===== src/rtl/axi4_lite_master_ctrl_if.sv =====
// -----------------------------------------------------------------------------
// axi4_lite_master_ctrl_if
// AXI4-Lite bus bundle (AW, W, B, AR, R channels) shared by a master and a
// slave.
//   master modport : drives addresses, payload, VALIDs on AW/W/AR and READYs
//                    on B/R.
//   slave  modport : mirror image of the master modport.
// Parameters:
//   AXI_DATA_WIDTH : data bus width (strobe width is AXI_DATA_WIDTH/8).
//   AXI_ADDR_WIDTH : address width.
// -----------------------------------------------------------------------------
interface axi4_lite_master_ctrl_if #(
  parameter int unsigned AXI_DATA_WIDTH = 32,
  parameter int unsigned AXI_ADDR_WIDTH = 16
) ();

  // write address channel
  logic [AXI_ADDR_WIDTH-1:0]   awaddr;
  logic [2:0]                  awprot;
  logic                        awvalid;
  logic                        awready;
  // write data channel
  logic [AXI_DATA_WIDTH-1:0]   wdata;
  logic [AXI_DATA_WIDTH/8-1:0] wstrb;
  logic                        wvalid;
  logic                        wready;
  // write response channel
  logic [1:0]                  bresp;
  logic                        bvalid;
  logic                        bready;
  // read address channel
  logic [AXI_ADDR_WIDTH-1:0]   araddr;
  logic [2:0]                  arprot;
  logic                        arvalid;
  logic                        arready;
  // read data channel
  logic [AXI_DATA_WIDTH-1:0]   rdata;
  logic [1:0]                  rresp;
  logic                        rvalid;
  logic                        rready;

  modport master (
    output awaddr, awprot, awvalid,
    input  awready,
    output wdata, wstrb, wvalid,
    input  wready,
    input  bresp, bvalid,
    output bready,
    output araddr, arprot, arvalid,
    input  arready,
    input  rdata, rresp, rvalid,
    output rready
  );

  modport slave (
    input  awaddr, awprot, awvalid,
    output awready,
    input  wdata, wstrb, wvalid,
    output wready,
    output bresp, bvalid,
    input  bready,
    input  araddr, arprot, arvalid,
    output arready,
    output rdata, rresp, rvalid,
    input  rready
  );

endinterface : axi4_lite_master_ctrl_if


===== src/rtl/axi4_lite_master_ctrl.sv =====
// -----------------------------------------------------------------------------
// axi4_lite_master_ctrl
// Single-outstanding AXI4-Lite master. A command accepted on the cmd_* port is
// turned into one AXI4-Lite read or write; the captured BRESP/RRESP (and RDATA
// for reads) is presented on the rsp_* port. A response phase that exceeds
// TIMEOUT_CYCLES parks the block in a sticky FAULT state until reset.
// Ports:
//   clk, rst         : clock (rising edge) and synchronous active-high reset.
//   cmd_valid_i/cmd_ready_o, cmd_write_i, cmd_addr_i, cmd_wdata_i,
//   cmd_wstrb_i      : command handshake and payload (wdata/wstrb unused on
//                      reads).
//   rsp_valid_o/rsp_ready_i, rsp_rdata_o, rsp_resp_o
//                    : response handshake; rdata is 0 after a write.
//   err_timeout_o    : sticky response-timeout flag.
//   m_axi            : AXI4-Lite master port.
// -----------------------------------------------------------------------------
module axi4_lite_master_ctrl #(
  parameter int unsigned AXI_DATA_WIDTH = 32,
  parameter int unsigned AXI_ADDR_WIDTH = 16,
  parameter logic [2:0]  AXI_PROT       = 3'b000,
  parameter int unsigned TIMEOUT_CYCLES = 1024
) (
  input  logic                        clk,
  input  logic                        rst,
  // command port
  input  logic                        cmd_valid_i,
  output logic                        cmd_ready_o,
  input  logic                        cmd_write_i,
  input  logic [AXI_ADDR_WIDTH-1:0]   cmd_addr_i,
  input  logic [AXI_DATA_WIDTH-1:0]   cmd_wdata_i,
  input  logic [AXI_DATA_WIDTH/8-1:0] cmd_wstrb_i,
  // response port
  output logic                        rsp_valid_o,
  input  logic                        rsp_ready_i,
  output logic [AXI_DATA_WIDTH-1:0]   rsp_rdata_o,
  output logic [1:0]                  rsp_resp_o,
  output logic                        err_timeout_o,
  // AXI4-Lite bus
  axi4_lite_master_ctrl_if.master     m_axi
);

  localparam int unsigned STRB_W = AXI_DATA_WIDTH / 8;
  // Counter only has to hold 0 .. TIMEOUT_CYCLES-1.
  localparam int unsigned CNT_W  = (TIMEOUT_CYCLES > 1) ? $clog2(TIMEOUT_CYCLES) : 1;
  localparam bit          TMO_EN = (TIMEOUT_CYCLES != 0);
  localparam logic [CNT_W-1:0] CNT_LAST =
    CNT_W'((TIMEOUT_CYCLES == 0) ? 0 : TIMEOUT_CYCLES - 1);

  typedef enum logic [2:0] {
    S_IDLE,
    S_WR_REQ,
    S_WR_RESP,
    S_RD_REQ,
    S_RD_DATA,
    S_RSP,
    S_FAULT
  } state_e;

  state_e                state_q,   state_d;
  logic                  awvalid_q, awvalid_d;
  logic                  wvalid_q,  wvalid_d;
  logic                  arvalid_q, arvalid_d;
  logic [AXI_ADDR_WIDTH-1:0] addr_q,  addr_d;
  logic [AXI_DATA_WIDTH-1:0] wdata_q, wdata_d;
  logic [STRB_W-1:0]     wstrb_q,   wstrb_d;
  logic [AXI_DATA_WIDTH-1:0] rdata_q, rdata_d;
  logic [1:0]            resp_q,    resp_d;
  logic                  err_q,     err_d;
  logic [CNT_W-1:0]      cnt_q,     cnt_d;
  logic                  tmo_hit;

  // Limit reached on this cycle; a response handshake in the same cycle wins.
  assign tmo_hit = TMO_EN && (cnt_q == CNT_LAST);

  // ---------------------------------------------------------------------------
  // Next-state and datapath
  // ---------------------------------------------------------------------------
  always_comb begin
    // NOTE: every variable gets a default first so no path leaves one
    // unassigned, which would otherwise infer a latch.
    state_d   = state_q;
    awvalid_d = awvalid_q;
    wvalid_d  = wvalid_q;
    arvalid_d = arvalid_q;
    addr_d    = addr_q;
    wdata_d   = wdata_q;
    wstrb_d   = wstrb_q;
    rdata_d   = rdata_q;
    resp_d    = resp_q;
    err_d     = err_q;
    cnt_d     = cnt_q;

    unique case (state_q)
      S_IDLE: begin
        if (cmd_valid_i) begin
          addr_d = cmd_addr_i;
          if (cmd_write_i) begin
            wdata_d   = cmd_wdata_i;
            wstrb_d   = cmd_wstrb_i;
            awvalid_d = 1'b1;
            wvalid_d  = 1'b1;
            state_d   = S_WR_REQ;
          end else begin
            arvalid_d = 1'b1;
            state_d   = S_RD_REQ;
          end
        end
      end

      S_WR_REQ: begin
        // AW and W retire independently; move on once neither is pending.
        if (m_axi.awready) awvalid_d = 1'b0;
        if (m_axi.wready)  wvalid_d  = 1'b0;
        if (!awvalid_d && !wvalid_d) begin
          cnt_d   = '0;
          state_d = S_WR_RESP;
        end
      end

      S_WR_RESP: begin
        if (m_axi.bvalid) begin
          resp_d  = m_axi.bresp;
          rdata_d = '0;
          state_d = S_RSP;
        end else if (tmo_hit) begin
          err_d   = 1'b1;
          state_d = S_FAULT;
        end else begin
          cnt_d = cnt_q + 1'b1;
        end
      end

      S_RD_REQ: begin
        if (m_axi.arready) begin
          arvalid_d = 1'b0;
          cnt_d     = '0;
          state_d   = S_RD_DATA;
        end
      end

      S_RD_DATA: begin
        if (m_axi.rvalid) begin
          rdata_d = m_axi.rdata;
          resp_d  = m_axi.rresp;
          state_d = S_RSP;
        end else if (tmo_hit) begin
          err_d   = 1'b1;
          state_d = S_FAULT;
        end else begin
          cnt_d = cnt_q + 1'b1;
        end
      end

      S_RSP: begin
        if (rsp_ready_i) state_d = S_IDLE;
      end

      S_FAULT: begin
        // Parked until reset; only reachable from a response state, so no
        // address-phase VALID is ever abandoned here.
        state_d = S_FAULT;
      end

      default: state_d = S_IDLE;
    endcase
  end

  // ---------------------------------------------------------------------------
  // State register
  // ---------------------------------------------------------------------------
  always_ff @(posedge clk) begin
    // NOTE: non-blocking assignments so every register samples the values of
    // the previous cycle regardless of statement order.
    if (rst) begin
      state_q   <= S_IDLE;
      awvalid_q <= 1'b0;
      wvalid_q  <= 1'b0;
      arvalid_q <= 1'b0;
      addr_q    <= '0;
      wdata_q   <= '0;
      wstrb_q   <= '0;
      rdata_q   <= '0;
      resp_q    <= '0;
      err_q     <= 1'b0;
      cnt_q     <= '0;
    end else begin
      state_q   <= state_d;
      awvalid_q <= awvalid_d;
      wvalid_q  <= wvalid_d;
      arvalid_q <= arvalid_d;
      addr_q    <= addr_d;
      wdata_q   <= wdata_d;
      wstrb_q   <= wstrb_d;
      rdata_q   <= rdata_d;
      resp_q    <= resp_d;
      err_q     <= err_d;
      cnt_q     <= cnt_d;
    end
  end

  // ---------------------------------------------------------------------------
  // Outputs: all decoded from registers, never from an incoming READY.
  // ---------------------------------------------------------------------------
  assign cmd_ready_o   = (state_q == S_IDLE);
  assign rsp_valid_o   = (state_q == S_RSP);
  assign rsp_rdata_o   = rdata_q;
  assign rsp_resp_o    = resp_q;
  assign err_timeout_o = err_q;

  assign m_axi.awaddr  = addr_q;
  assign m_axi.awprot  = AXI_PROT;
  assign m_axi.awvalid = awvalid_q;
  assign m_axi.wdata   = wdata_q;
  assign m_axi.wstrb   = wstrb_q;
  assign m_axi.wvalid  = wvalid_q;
  assign m_axi.bready  = (state_q == S_WR_RESP);
  assign m_axi.araddr  = addr_q;
  assign m_axi.arprot  = AXI_PROT;
  assign m_axi.arvalid = arvalid_q;
  assign m_axi.rready  = (state_q == S_RD_DATA);

endmodule : axi4_lite_master_ctrl


===== src/flat_wrapper.sv =====
// flat-port wrapper written by rule: the top's interface ports become plain ports
module axi4_lite_master_ctrl_flat 
#(
  parameter int unsigned AXI_DATA_WIDTH = 32,
  parameter int unsigned AXI_ADDR_WIDTH = 16,
  parameter logic [2:0]  AXI_PROT       = 3'b000,
  parameter int unsigned TIMEOUT_CYCLES = 1024
)
  (clk, rst, cmd_valid_i, cmd_ready_o, cmd_write_i, cmd_addr_i, cmd_wdata_i, cmd_wstrb_i, rsp_valid_o, rsp_ready_i, rsp_rdata_o, rsp_resp_o, err_timeout_o, m_axi_awaddr, m_axi_awprot, m_axi_awvalid, m_axi_awready, m_axi_wdata, m_axi_wstrb, m_axi_wvalid, m_axi_wready, m_axi_bresp, m_axi_bvalid, m_axi_bready, m_axi_araddr, m_axi_arprot, m_axi_arvalid, m_axi_arready, m_axi_rdata, m_axi_rresp, m_axi_rvalid, m_axi_rready);
  axi4_lite_master_ctrl_if #(.AXI_DATA_WIDTH(AXI_DATA_WIDTH), .AXI_ADDR_WIDTH(AXI_ADDR_WIDTH)) m_axi_i ();
  input  logic clk;
  input  logic rst;
  input  logic cmd_valid_i;
  output logic cmd_ready_o;
  input  logic cmd_write_i;
  input  logic [AXI_ADDR_WIDTH-1:0] cmd_addr_i;
  input  logic [AXI_DATA_WIDTH-1:0] cmd_wdata_i;
  input  logic [AXI_DATA_WIDTH/8-1:0] cmd_wstrb_i;
  output logic rsp_valid_o;
  input  logic rsp_ready_i;
  output logic [AXI_DATA_WIDTH-1:0] rsp_rdata_o;
  output logic [1:0] rsp_resp_o;
  output logic err_timeout_o;
  output wire logic [$bits(m_axi_i.awaddr)-1:0] m_axi_awaddr;
  output wire logic [$bits(m_axi_i.awprot)-1:0] m_axi_awprot;
  output wire logic [$bits(m_axi_i.awvalid)-1:0] m_axi_awvalid;
  input wire logic [$bits(m_axi_i.awready)-1:0] m_axi_awready;
  output wire logic [$bits(m_axi_i.wdata)-1:0] m_axi_wdata;
  output wire logic [$bits(m_axi_i.wstrb)-1:0] m_axi_wstrb;
  output wire logic [$bits(m_axi_i.wvalid)-1:0] m_axi_wvalid;
  input wire logic [$bits(m_axi_i.wready)-1:0] m_axi_wready;
  input wire logic [$bits(m_axi_i.bresp)-1:0] m_axi_bresp;
  input wire logic [$bits(m_axi_i.bvalid)-1:0] m_axi_bvalid;
  output wire logic [$bits(m_axi_i.bready)-1:0] m_axi_bready;
  output wire logic [$bits(m_axi_i.araddr)-1:0] m_axi_araddr;
  output wire logic [$bits(m_axi_i.arprot)-1:0] m_axi_arprot;
  output wire logic [$bits(m_axi_i.arvalid)-1:0] m_axi_arvalid;
  input wire logic [$bits(m_axi_i.arready)-1:0] m_axi_arready;
  input wire logic [$bits(m_axi_i.rdata)-1:0] m_axi_rdata;
  input wire logic [$bits(m_axi_i.rresp)-1:0] m_axi_rresp;
  input wire logic [$bits(m_axi_i.rvalid)-1:0] m_axi_rvalid;
  output wire logic [$bits(m_axi_i.rready)-1:0] m_axi_rready;
  assign m_axi_awaddr = m_axi_i.awaddr;
  assign m_axi_awprot = m_axi_i.awprot;
  assign m_axi_awvalid = m_axi_i.awvalid;
  assign m_axi_i.awready = m_axi_awready;
  assign m_axi_wdata = m_axi_i.wdata;
  assign m_axi_wstrb = m_axi_i.wstrb;
  assign m_axi_wvalid = m_axi_i.wvalid;
  assign m_axi_i.wready = m_axi_wready;
  assign m_axi_i.bresp = m_axi_bresp;
  assign m_axi_i.bvalid = m_axi_bvalid;
  assign m_axi_bready = m_axi_i.bready;
  assign m_axi_araddr = m_axi_i.araddr;
  assign m_axi_arprot = m_axi_i.arprot;
  assign m_axi_arvalid = m_axi_i.arvalid;
  assign m_axi_i.arready = m_axi_arready;
  assign m_axi_i.rdata = m_axi_rdata;
  assign m_axi_i.rresp = m_axi_rresp;
  assign m_axi_i.rvalid = m_axi_rvalid;
  assign m_axi_rready = m_axi_i.rready;
  axi4_lite_master_ctrl #(.AXI_DATA_WIDTH(AXI_DATA_WIDTH), .AXI_ADDR_WIDTH(AXI_ADDR_WIDTH), .AXI_PROT(AXI_PROT), .TIMEOUT_CYCLES(TIMEOUT_CYCLES)) u_core (.clk(clk), .rst(rst), .cmd_valid_i(cmd_valid_i), .cmd_ready_o(cmd_ready_o), .cmd_write_i(cmd_write_i), .cmd_addr_i(cmd_addr_i), .cmd_wdata_i(cmd_wdata_i), .cmd_wstrb_i(cmd_wstrb_i), .rsp_valid_o(rsp_valid_o), .rsp_ready_i(rsp_ready_i), .rsp_rdata_o(rsp_rdata_o), .rsp_resp_o(rsp_resp_o), .err_timeout_o(err_timeout_o), .m_axi(m_axi_i));
endmodule

===== config.mk =====
export PLATFORM = sky130hd
export DESIGN_NAME = axi4_lite_master_ctrl_flat
export DESIGN_NICKNAME = d
export VERILOG_FILES = /design/src/rtl/axi4_lite_master_ctrl_if.sv /design/src/rtl/axi4_lite_master_ctrl.sv /design/src/flat_wrapper.sv
export SDC_FILE = /design/constraint.sdc
export NUM_CORES = 1
export LEC_CHECK = 0
export ABC_AREA = 0
export ABC_CLOCK_PERIOD_IN_PS = 4400
export CAP_MARGIN = 30
export CORE_MARGIN = 5
export CORE_UTILIZATION = 40
export DETAILED_ROUTE_END_ITERATION = 10
export PLACE_DENSITY_LB_ADDON = 0.1
export SETUP_SLACK_MARGIN = 0.4
export SYNTH_ARGS = -nofsm -noshare
export SYNTH_HDL_FRONTEND = slang
export SYNTH_SLANG_ARGS = --single-unit

===== constraint.sdc =====
create_clock -name clk -period 4.4 [get_ports clk]
set_input_delay 0.88 -clock clk [delete_from_list [all_inputs] [get_ports clk]]
set_output_delay 0.88 -clock clk [all_outputs]
set_load 0.005 [all_outputs]

### Yosys cells after proc, flatten, opt, wreduce, memory -nomap -nowiden

Cells that the tools add are included.

* register bits: 103
* output and inout port bits: 116

* add/subtract/negate cells: 1
* equal/unequal tests: 17
* muxes and demuxes: 37
* reduce and logical (&&, ||, !) cells: 16

Operators with widths (count)
* $mux 32: 2
* $pmux 32 s2: 1
* $mux 10: 5
* $pmux 10 s4: 1
* $mux 3: 7
* $pmux 3 s7: 1
* $ne 2x2->1 const B: 7
* $mux 1: 12
* $reduce_and 3->1: 4
* $add 10x1->10 const B: 1
* $eq 10x10->1 const B: 1
* $eq 3x3->1 const B: 3
* $pmux 1 s2: 4
* $reduce_and 4->1: 2
* $eq 3x2->1 const B: 2
* $mux 2: 3
* $ne 2x1->1 const B: 3
* $reduce_bool 2->1: 3
* $reduce_and 5->1: 1
* $pmux 2 s2: 1
* $reduce_bool 4->1: 1
* $eq 3x1->1 const B: 1
* $logic_not 3->1: 1
* $logic_not 1->1: 2
* other kinds (2): 2

### Depth between registers and ports, before layout

* depth after elaboration: 6
* gate-level depth with buffers: 8
* mapped depth without buffers: 7

### Least setup slack after synthesis

OpenSTA, ideal clock, no wires.

* path type: register to output
* from: register u_core.state_q[1]
* to: output m_axi_rready
* arrival: 1.183 ns
* setup slack: 2.337 ns
* stages on the path, launching flop included: 5
* buffers on the path: 2
* cells stage by stage: dfxtp_1 -> buf_2 -> nand2b_4 -> nor2_2 -> clkbuf_1

* longest elaborated chain between the ends: 1

RTL lines
* start: declaration: line axi4_lite_master_ctrl.sv:59 `state_e state_q, state_d;`
* start signal: assignment: line axi4_lite_master_ctrl.sv:187 `state_q <= state_d;`
* $eq 3x3->1: line axi4_lite_master_ctrl.sv:220 `assign m_axi.rready = (state_q == S_RD_DATA);`
* end: declaration: line flat_wrapper.sv:42 `output wire logic [$bits(m_axi_i.rready)-1:0] m_axi_rready;`

Every way passes these cells.

### Final worst setup path

* from: register u_core.state_q[0]
* to: output rsp_valid_o

* longest elaborated chain between the ends: 1

RTL lines
* $eq 3x3->1: line axi4_lite_master_ctrl.sv:205 `assign rsp_valid_o = (state_q == S_RSP);`
* end: declaration: line flat_wrapper.sv:19 `output logic rsp_valid_o;`

Every way passes these cells.

==> impl_metrics.tcl <==
set metrics [dict create \
    drive_gt1_share_pct 4.94 \
    io_buffers 207 \
    post_cts_resized 0 \
    arrival_ps 2130 \
    ys_types 48 \
    rsz0062_at_grt "no" \
    clockBufferDepth 2 \
    setup-tns-final_ps 0 \
    place_congestion 0.857 \
    initial_core_util_pct 40.8 \
    syn_to_final_growth_pct 52.3 \
    synth_flop_cell "dfxtp_1" \
    critPathMaxStageDelay_ps 720 \
    synth_simple_gate_area_share_pct 24.3 \
    tightest_slew_ps 947 \
    die_x_um 112 \
    grt_max_degree 55 \
    syn_inst 534 \
    slew_violations 0 \
    htree_levels 3 \
    synth_seq_area_share_pct 49.1 \
    drc 0 \
    drtAntennaViolNets 0 \
    synth_area_um2 4200 \
    synth-edff-count 0 \
    async_flop_share_pct 0 \
    hold_viol 0 \
    post_cts_buffers 0 \
    synthAdderAreaFrac_pct 0.298 \
    critical_path_class "flop to output port" \
    end_kind "output port" \
    p_leak_nw 2.20 \
    synthMuxAreaShare_pct 0.477 \
    r2r_slack_ps 2150 \
    drtIter0Drc 353 \
    outcome "completed" \
    hpwl_mm 9.35 \
    routed_wl_mm 12.7 \
    dieArea_um2 12600 \
    fmax_ghz 0.332 \
    fin_crit_sh_pct 68.4 \
    grt_use_total_pct 19.5 \
    synth_compound_area_share_pct 16.7 \
    wire_per_inst_um 15.1 \
    yosysTopAreaCell "dfxtp_1" \
    cp-endpoint "rsp_valid_o" \
    std_cell_rows 37 \
    slew_headroom_pct 36.9 \
    ios 214 \
    pwr_density_cell_nw_per_um2 424 \
    ys_warn_count 0 \
    holdWs_ps 454 \
    clkTransAtPathRegs_ps 90 \
    path_max_fanout 18 \
    min_period_ps 3010 \
    crit_slowest_cell "dfxtp_1" \
    coreArea_um2 10300 \
    synth_xor_area_share_pct 0.209 \
    cts-hold-fix-buffers 0 \
    nNetsFinal 804 \
    cp-startpoint "u_core.state_q[0]" \
    drv_cap 0 \
    setup_viol 0 \
    skew_ps 8.72 \
    antenna_found_initial 0 \
    synth_top_family_by_area "simple AND/OR/NAND/NOR gates" \
    n_antenna_cell 0 \
    grt_first_pass_wirelength_mm 20.4 \
    yosys_register_bits 103 \
    ir_worst_vdd_mv 0.234 \
    num_vias 4236 \
    cts-root-buf "clkbuf_8" \
    drtPass1Iterations 4 \
    cts_buffers 9 \
    postSynthAreaPerCell_um2 7.86 \
    viasPerCell 5.01 \
    critPathRequiredTime_ps 3520 \
    cts_tree "yes" \
    crit_chain "inv_1 -> nor2_1 -> clkdlybuf4s50_1" \
    worstReg2RegEnd "u_core.cnt_q[6]" \
    ff2ff_path_depth 5 \
    ys_top_cells_by_area "dfxtp_1, nand2_1, a21oi_1, nand3_1, buf_4" \
    grt-ovfl-total 0 \
    clk_latency_ps 360 \
    synth_top_area_share_pct 49.1 \
    hold_class "flop to flop" \
    r2r_start "u_core.state_q[0]" \
    die_h_um 112 \
    grt_pass1_vias 4079 \
    clock-sinks 103 \
    start_kind "flop" \
    p_total_mw 2.71 \
]
## placed cells by master (no fill, tap or decap), types with 3 or more instances in the layout
cell type | synthesis | layout
nand2b_1 | 3 | 3
o21ai_0 | 8 | 8
dfxtp_1 | 103 | 103
conb_1 | 1 | 6
nor2_1 | 17 | 17
nand3b_1 | 3 | 3
nand3_1 | 37 | 37
nor3_1 | 4 | 4
or3_2 | 3 | 3
a311oi_1 | 3 | 3
clkdlybuf4s50_1 | 0 | 206
inv_1 | 5 | 5
clkbuf_8 | 0 | 10
buf_4 | 22 | 5
a211oi_1 | 3 | 3
and3_1 | 3 | 3
nand2_1 | 150 | 150
nor4_1 | 3 | 3
a21oi_1 | 100 | 99
## critical path: cells and delay by family, from the launching register on
family | cells | cell delay [ps]
buf+inv | 2 | 820
flops | 1 | 720
simple gates | 1 | 240
## synth_stat cells, types with 2 or more instances
master and number:
a21oi_1 100, nand2b_1 3, or3_2 3, nor4_1 3, a211oi_1 3, buf_6 3, inv_1 5, and3_1 3
o21ai_0 8, nand3_1 37, nor2_1 17, a311oi_1 3, buf_1 3, nand2_1 150, buf_4 22, buf_2 10
nor2_2 2, a21o_1 2, nor3_1 4, nand3b_1 3, clkbuf_1 20, mux2i_1 2, dfxtp_1 103
## registers in the layout, indices dropped and copies added, names as in the netlist
signal                cells
u_core.rsp_resp_o         2
u_core.m_axi.arvalid      1
u_core.state_q            3
u_core.err_timeout_o      1
u_core.m_axi.wvalid       1
u_core.m_axi.wdata       32
u_core.m_axi.wstrb        4
u_core.m_axi.araddr      16
u_core.cnt_q             10
u_core.m_axi.awvalid      1
u_core.rsp_rdata_o       32
## kinds of logic after synthesis
| family | Yosys count |
|---|---|
| AO/OA/AOI/OAI | 127 |
| XOR/XNOR | 1 |
| adder cells (fa/ha/maj) | 1 |
| buffers and inverters | 65 |
| flip-flops | 103 |
| multiplexers | 2 |
| other | 1 |
| AND/OR/NAND/NOR | 234 |
## report_power, final
part / switching, mW / internal (mW) / total (mW)
sequential: 0.105 / 1.04 / 1.14
clock: 0.316 / 0.276 / 0.592
combinational: 0.500 / 0.481 / 0.981
total: 0.921 / 1.79 / 2.71
## worst min path at each step
stage / startpoint / end / slack (ps) / cells after the start
CTS: u_core.rsp_rdata_o[2] / u_core.rsp_rdata_o[2] / 460 / 2
global route: u_core.rsp_rdata_o[2] / u_core.rsp_rdata_o[2] / 470 / 2
floorplan: u_core.rsp_rdata_o[0] / u_core.rsp_rdata_o[0] / 450 / 2
finish: u_core.rsp_rdata_o[23] / u_core.rsp_rdata_o[23] / 450 / 2
detailed placement: u_core.rsp_rdata_o[27] / u_core.rsp_rdata_o[27] / 440 / 2
global placement: u_core.rsp_rdata_o[5] / u_core.rsp_rdata_o[5] / 440 / 2
## final cells by class
class | instances | area [um2]
fill | 935 | 3880
timing repair buffer | 214 | 2150
sequential | 103 | 2060
multi-input combinational | 371 | 1790
tap | 136 | 170
clock buffer | 10 | 138
clock inverter | 5 | 56.3
inverter | 6 | 25.0
## through the flow
| step | util [%] | instance area (um2) | setup slack, ps | cells |
|---|---|---|---|---|
| 6_report | 62.2 | 6390 | 1390 | 845 |
| 5_1_grt | 62.2 | 6390 | 1190 | 845 |
| 4_1_cts | 62.2 | 6390 | 1390 | 845 |
| 3_5_place_dp | 60.3 | 6200 | 1480 | 830 |
| 3_3_place_gp | 60.0 | 6170 | 1510 | 829 |
| 2_1_floorplan | - | 4220 | 2340 | 539 |
## metal layers
layer  wire (um)  track usage (%)  vias to the layer above
li1            -                -                     2104
met5           0                0                        -
met3        1070             6.79                       26
met1        5270             23.0                     1942
met2        6120             33.1                      164
met4         289             6.73                        0
(Power assumes the default switching activity.)
